`config.mk`:
```
export PLATFORM = sky130hd
export DESIGN_NAME = gcd_binary_flat
export DESIGN_NICKNAME = d
export VERILOG_FILES = /design/src/rtl/gcd_pkg.sv /design/src/rtl/gcd_binary_if.sv /design/src/rtl/gcd_binary_step.sv /design/src/rtl/gcd_binary.sv /design/src/flat_wrapper.sv
export SDC_FILE = /design/constraint.sdc
export NUM_CORES = 1
export LEC_CHECK = 0
export ABC_AREA = 1
export BUFFER_PORTS_ARGS = -buffer_cell sky130_fd_sc_hd__buf_2
export CAP_MARGIN = 20
export CORE_UTILIZATION = 60
export CTS_CLUSTER_SIZE = 12
export DETAILED_ROUTE_END_ITERATION = 16
export PLACE_DENSITY = 0.81
export SLEW_MARGIN = 20
export SYNTH_ARGS = -nofsm -noshare
export SYNTH_HDL_FRONTEND = slang
export SYNTH_SLANG_ARGS = --single-unit
```
`constraint.sdc`:
```
create_clock -name clock -period 6.2 [get_ports clock]
set_input_delay 0.93 -clock clock [delete_from_list [all_inputs] [get_ports clock]]
set_output_delay 0.93 -clock clock [all_outputs]
set_load 0.05 [all_outputs]
```
`src/rtl/gcd_pkg.sv`:
```
// gcd_pkg
// Shared definitions for the binary (Stein) GCD engine:
//   state_e        - controller state encoding (3 bits)
//   gcd_lat_bound  - upper bound on start-to-done latency in cycles
package gcd_pkg;

  typedef enum logic [2:0] {
    IDLE  = 3'd0,
    CHECK = 3'd1,
    STRIP = 3'd2,
    ODDX  = 3'd3,
    LOOP  = 3'd4,
    DONE  = 3'd5
  } state_e;

  // Worst-case number of cycles from an accepted start to the done pulse.
  function automatic int unsigned gcd_lat_bound(input int unsigned width);
    return 4 * width + 4;
  endfunction

endpackage

```
`src/rtl/gcd_binary_if.sv`:
```
// gcd_binary_if
// Start/done request bundle between a controller (master) and the GCD
// engine (slave).
//   start    master->slave  request, sampled by the engine only when idle
//   a, b     master->slave  operands, captured together with start
//   outp     slave->master  result, valid with done and held afterwards
//   done     slave->master  one-cycle result-valid pulse
//   busy     slave->master  operation in progress
//   zero_in  slave->master  at least one operand was zero (held with outp)
interface gcd_binary_if #(
  parameter int WIDTH = 8
) ();

  logic             start;
  logic [WIDTH-1:0] a;
  logic [WIDTH-1:0] b;
  logic [WIDTH-1:0] outp;
  logic             done;
  logic             busy;
  logic             zero_in;

  modport master (
    output start, a, b,
    input  outp, done, busy, zero_in
  );

  modport slave (
    input  start, a, b,
    output outp, done, busy, zero_in
  );

endinterface

```
`src/rtl/gcd_binary_step.sv`:
```
// gcd_binary_step
// Combinational datapath for one iteration of the odd-x reduction loop.
//   x_i, y_i  current operands (x_i is odd whenever this result is used)
//   x_o, y_o  operands after one iteration
//   y_zero_o  y_i is zero: the loop is finished and x_i holds the odd gcd
// One iteration: halve y if even; otherwise subtract the smaller operand
// from the larger, keeping the smaller one in x.
module gcd_binary_step #(
  parameter int WIDTH = 8
) (
  input  logic [WIDTH-1:0] x_i,
  input  logic [WIDTH-1:0] y_i,
  output logic [WIDTH-1:0] x_o,
  output logic [WIDTH-1:0] y_o,
  output logic             y_zero_o
);

  // A single subtractor serves both the compare and the difference:
  // the borrow of y-x says x>y, and in that case x-y is just -(y-x).
  logic [WIDTH:0]   diff;
  logic             y_zero;

  assign diff     = {1'b0, y_i} - {1'b0, x_i};
  assign y_zero   = (y_i == '0);
  assign y_zero_o = y_zero;

  always_comb begin
    x_o = x_i;
    y_o = y_i;
    if (!y_zero) begin
      if (!y_i[0]) begin
        y_o = y_i >> 1;
      end else if (diff[WIDTH]) begin
        // x > y: swap-subtract so x keeps the smaller (odd) value
        x_o = y_i;
        y_o = -diff[WIDTH-1:0];
      end else begin
        y_o = diff[WIDTH-1:0];
      end
    end
  end

endmodule

```
`src/rtl/gcd_binary.sv`:
```
// gcd_binary
// Iterative binary (Stein) GCD coprocessor with a start/done handshake.
// Uses shifts and subtractions only; latency is O(WIDTH) regardless of the
// operand ratio. Zero operands are handled: gcd(0,b)=b, gcd(a,0)=a,
// gcd(0,0)=0, and zero_in flags these cases.
//   clock  sole clock, rising edge
//   reset  asynchronous, active-high
//   bus    gcd_binary_if slave port (start, a, b, outp, done, busy, zero_in)
module gcd_binary
  import gcd_pkg::*;
#(
  parameter int WIDTH = 8
) (
  input  logic        clock,
  input  logic        reset,
  gcd_binary_if.slave bus
);

  // Counter for the common power of two; never exceeds WIDTH-1.
  localparam int KW = $clog2(WIDTH) + 1;

  state_e           state_q;
  logic [WIDTH-1:0] x_q;
  logic [WIDTH-1:0] y_q;
  logic [KW-1:0]    k_q;
  logic [WIDTH-1:0] outp_q;
  logic             done_q;
  logic             busy_q;
  logic             zero_in_q;

  logic [WIDTH-1:0] x_d;
  logic [WIDTH-1:0] y_d;
  logic             y_zero;

  gcd_binary_step #(
    .WIDTH (WIDTH)
  ) u_step (
    .x_i      (x_q),
    .y_i      (y_q),
    .x_o      (x_d),
    .y_o      (y_d),
    .y_zero_o (y_zero)
  );

  always_ff @(posedge clock or posedge reset) begin
    if (reset) begin
      state_q   <= IDLE;
      x_q       <= '0;
      y_q       <= '0;
      k_q       <= '0;
      outp_q    <= '0;
      done_q    <= 1'b0;
      busy_q    <= 1'b0;
      zero_in_q <= 1'b0;
    end else begin
      done_q <= 1'b0;
      case (state_q)
        IDLE: begin
          if (bus.start) begin
            x_q     <= bus.a;
            y_q     <= bus.b;
            k_q     <= '0;
            busy_q  <= 1'b1;
            state_q <= CHECK;
          end
        end

        CHECK: begin
          if (x_q == '0 || y_q == '0) begin
            // One (or both) operands zero: the other one is the answer.
            outp_q    <= x_q | y_q;
            zero_in_q <= 1'b1;
            done_q    <= 1'b1;
            busy_q    <= 1'b0;
            state_q   <= DONE;
          end else begin
            state_q <= STRIP;
          end
        end

        STRIP: begin
          // Remove the common power of two, remembering it in k.
          if (!x_q[0] && !y_q[0]) begin
            x_q <= x_q >> 1;
            y_q <= y_q >> 1;
            k_q <= k_q + KW'(1);
          end else begin
            state_q <= ODDX;
          end
        end

        ODDX: begin
          // Remaining factors of two in x alone cannot be in the gcd.
          if (!x_q[0]) begin
            x_q <= x_q >> 1;
          end else begin
            state_q <= LOOP;
          end
        end

        LOOP: begin
          if (y_zero) begin
            // Result never exceeds min(a,b), so the shift cannot overflow.
            outp_q    <= x_q << k_q;
            zero_in_q <= 1'b0;
            done_q    <= 1'b1;
            busy_q    <= 1'b0;
            state_q   <= DONE;
          end else begin
            x_q <= x_d;
            y_q <= y_d;
          end
        end

        DONE: begin
          // start is deliberately not looked at here.
          state_q <= IDLE;
        end

        default: begin
          state_q <= IDLE;
        end
      endcase
    end
  end

  assign bus.outp    = outp_q;
  assign bus.done    = done_q;
  assign bus.busy    = busy_q;
  assign bus.zero_in = zero_in_q;

endmodule

```
`src/flat_wrapper.sv`:
```
// flat-port wrapper written by rule: the top's interface ports become plain ports
module gcd_binary_flat import gcd_pkg::*;
#(
  parameter int WIDTH = 8
)
  (clock, reset, bus_start, bus_a, bus_b, bus_outp, bus_done, bus_busy, bus_zero_in);
  gcd_binary_if #(.WIDTH(WIDTH)) bus_i ();
  input  logic clock;
  input  logic reset;
  input wire logic [$bits(bus_i.start)-1:0] bus_start;
  input wire logic [$bits(bus_i.a)-1:0] bus_a;
  input wire logic [$bits(bus_i.b)-1:0] bus_b;
  output wire logic [$bits(bus_i.outp)-1:0] bus_outp;
  output wire logic [$bits(bus_i.done)-1:0] bus_done;
  output wire logic [$bits(bus_i.busy)-1:0] bus_busy;
  output wire logic [$bits(bus_i.zero_in)-1:0] bus_zero_in;
  assign bus_i.start = bus_start;
  assign bus_i.a = bus_a;
  assign bus_i.b = bus_b;
  assign bus_outp = bus_i.outp;
  assign bus_done = bus_i.done;
  assign bus_busy = bus_i.busy;
  assign bus_zero_in = bus_i.zero_in;
  gcd_binary #(.WIDTH(WIDTH)) u_core (.clock(clock), .reset(reset), .bus(bus_i));
endmodule
```
==> impl_metrics.json <==
{
  "status": "finished, final reports clean",
  "crit_chain": "clkinv_4 -> ha_1 -> inv_1 -> fa_1 -> nand3_1 -> nand2_1 -> nand2_1 -> nand2_1 -> inv_1 -> o21ai_2 -> a21oi_4 -> o21ai_0 -> o21ai_1",
  "rsz0062_at_grt": "no",
  "port_buffers": 29,
  "fin_nets": 488,
  "post-cts-setup-buffers": 0,
  "drtAntennaViolNets": 0,
  "wirelength_mm": 7.15,
  "antenna_found_initial": 0,
  "syn_avg_cell_area_um2": 6.88,
  "route.detailed.drc": 0,
  "slowest_delay_ns": 0.48,
  "drive_gt1_share_pct": 13.7,
  "synth-edff-count": 0,
  "arrival_ns": 3.00,
  "detail_route.iter0.violations": 207,
  "synth-seq-cells": 34,
  "synth_flop_cell": "dfrtp_1",
  "path_clk_slew_ns": 0.07,
  "detail_route.wl_per_cell_um": 13.8,
  "rows": 25,
  "grt_pass1_vias": 2721,
  "worst_pin_slew_ns": 0.508,
  "maxCapViolations": 0,
  "final_cell_mix": "nand2_1, inv_1, nand3_1",
  "yosys.cell_types.count": 41,
  "setup_viol": 0,
  "start_kind": "flop",
  "ys_seq_area_share_pct": 29.0,
  "cts_tree": "done",
  "coreArea_um2": 4720,
  "clock-sinks": 34,
  "layout_setup_ws_ns": 3.42,
  "slew_headroom_pct": 66.0,
  "die_w_um": 71.9,
  "hold_buffers": 0,
  "syn2layout_area_growth_pct": 8.19,
  "clkLatencyLatePin_ns": 0.29,
  "dieArea_um2": 5170,
  "grt-ovfl-total": 0,
  "cp_slowest_cell": "dfrtp_1",
  "max_freq_ghz": 0.360,
  "critPathRequiredTime_ns": 6.42,
  "io_pins": 30,
  "gp_congestion": 0.946,
  "hold_slack_ns": 0.490,
  "vias": 2882,
  "grt_pass1_wl_mm": 12.1,
  "diodes": 0,
  "setup_tns_ns": 0,
  "holdCritPathClass": "flop to flop",
  "cts-htree-levels": 2,
  "clockBufferDepth": 2,
  "slew_violations": 0,
  "pre_cts_ws_ns": 3.51,
  "track_usage_pct": 29.8,
  "yosys_warnings": 0,
  "worstSetupPathType": "flop to flop",
  "cts_buffers": 5,
  "final_common_cell": "nand2_1",
  "die_h_um": 71.9,
  "synthesis.area_um2": 2930,
  "grt_start_max_net_pins": 35,
  "path_delay_family": "compound AO/OA/AOI/OAI gates",
  "ys_async_sr_fraction_pct": 100,
  "ctsResizeCount": 0,
  "cp-end-kind": "flop",
  "crit_top_cell": "nand2_1",
  "hold_violations": 0,
  "start_util_pct": 62.1,
  "root_buffer": "clkbuf_8",
  "cp_max_fo": 15,
  "drt_first_pass_iters": 5,
  "fin_skew_ns": 0.00720,
  "critPathBufInv": 3,
  "period_share_pct": 44.9,
  "netlist_instances": 426,
  "nFillCells": 413,
  "synth_nets": 464,
  "hpwl_mm": 5.46,
  "vias_per_cell": 5.56,
  "finalCriticalPeriod_ns": 2.78
}
cell families after synthesis:
| family | count (synthesis) | synth area share, % |
|---|---|---|
| AO/OA/AOI/OAI | 85 | 18.0 |
| XOR/XNOR | 1 | 0.299 |
| adder cells (fa/ha/maj) | 19 | 8.36 |
| buffers and inverters | 74 | 11.0 |
| flip-flops | 34 | 29.0 |
| AND/OR/NAND/NOR | 213 | 33.3 |
sequential cells by signal (all words and copies together) (netlist names):
name	flops
u_core.bus.outp	8
u_core.x_q	8
u_core.y_q	8
u_core.k_q	4
u_core.state_q	3
u_core.bus.busy	1
u_core.bus.done	1
u_core.bus.zero_in	1
area by class of cell:
| cell class | instances | area, um^2 | area share [%] |
|---|---|---|---|
| clock buffer | 7 | 86.3 | 2.72 |
| clock inverter | 1 | 5.00 | 0.158 |
| inverter | 61 | 236 | 7.45 |
| multi-input combinational | 318 | 1760 | 55.4 |
| sequential | 34 | 851 | 26.8 |
| tap | 67 | 83.8 | 2.64 |
| timing repair buffer | 30 | 153 | 4.81 |
metrics by stage:
| step | cells | util, % | instance area (um^2) |
|---|---|---|---|
| final | 518 | 67.2 | 3170 |
| after global routing | 518 | 67.2 | 3170 |
| after CTS | 518 | 67.2 | 3170 |
| after detailed placement | 510 | 65.2 | 3080 |
| after global placement | 510 | 65.2 | 3080 |
| after floorplan | 426 | - | 2930 |
final timing paths:
check | depth (start not counted) | startpoint | slack, ns | end
setup / recovery | 13 | u_core.y_q[0]$_DFFE_PP0P_ | 3.42 | u_core.x_q[2]$_DFFE_PP0P_
hold / removal | 2 | u_core.bus.zero_in$_DFFE_PP0P_ | 0.49 | u_core.bus.zero_in$_DFFE_PP0P_
setup reg to reg | 13 | u_core.y_q[0]$_DFFE_PP0P_ | 3.42 | u_core.x_q[2]$_DFFE_PP0P_
hold reg to reg | 2 | u_core.bus.zero_in$_DFFE_PP0P_ | 0.49 | u_core.bus.zero_in$_DFFE_PP0P_
max in group asynchronous | 3 | reset | 5.17 | u_core.y_q[5]$_DFFE_PP0P_
min in group asynchronous | 3 | reset | 0.72 | u_core.bus.done$_DFF_PP0_
metal layers:
| metal | GRT usage, % | vias up | routed length [um] |
|---|---|---|---|
| met2 | 51.7 | 98 | 3500 |
| met5 | 0 | - | 0 |
| met4 | 12.4 | 0 | 155 |
| met3 | 4.44 | 12 | 305 |
| met1 | 37.3 | 1314 | 3200 |
| li1 | - | 1458 | - |
synthesized netlist by cell type (2+ instances only):
| cell type | instances | area [um^2] |
|---|---|---|
| nand2_1 | 114 | 428 |
| inv_1 | 57 | 214 |
| nand3_1 | 36 | 180 |
| dfrtp_1 | 34 | 851 |
| nor2_1 | 31 | 116 |
| a21oi_1 | 27 | 135 |
| o21ai_0 | 21 | 105 |
| ha_1 | 18 | 225 |
| nor3_1 | 11 | 55.1 |
| o211ai_1 | 8 | 60.1 |
| nand4_1 | 5 | 31.3 |
| o21ai_1 | 5 | 25.0 |
| o21ai_2 | 5 | 43.8 |
| o221ai_1 | 5 | 43.8 |
| buf_2 | 4 | 20.0 |
| clkbuf_1 | 4 | 15.0 |
| nor2_2 | 4 | 25.0 |
| o22ai_1 | 4 | 25.0 |
| nand2_4 | 3 | 33.8 |
| buf_4 | 2 | 15.0 |
| buf_6 | 2 | 22.5 |
| inv_2 | 2 | 7.51 |
| nand2_2 | 2 | 12.5 |
| nor2_8 | 2 | 40.0 |
| nor3_2 | 2 | 20.0 |
| o21a_1 | 2 | 15.0 |
| o31ai_1 | 2 | 15.0 |
worst min-delay path: cells and delay by family (launching register included):
kind,cells,cell delay (ns)
and+or+nand+nor,2,0.11
DFF,1,0.35
Power is not shown: default switching activity piles up to over one toggle a cycle in this logic, so the estimate is an artifact.
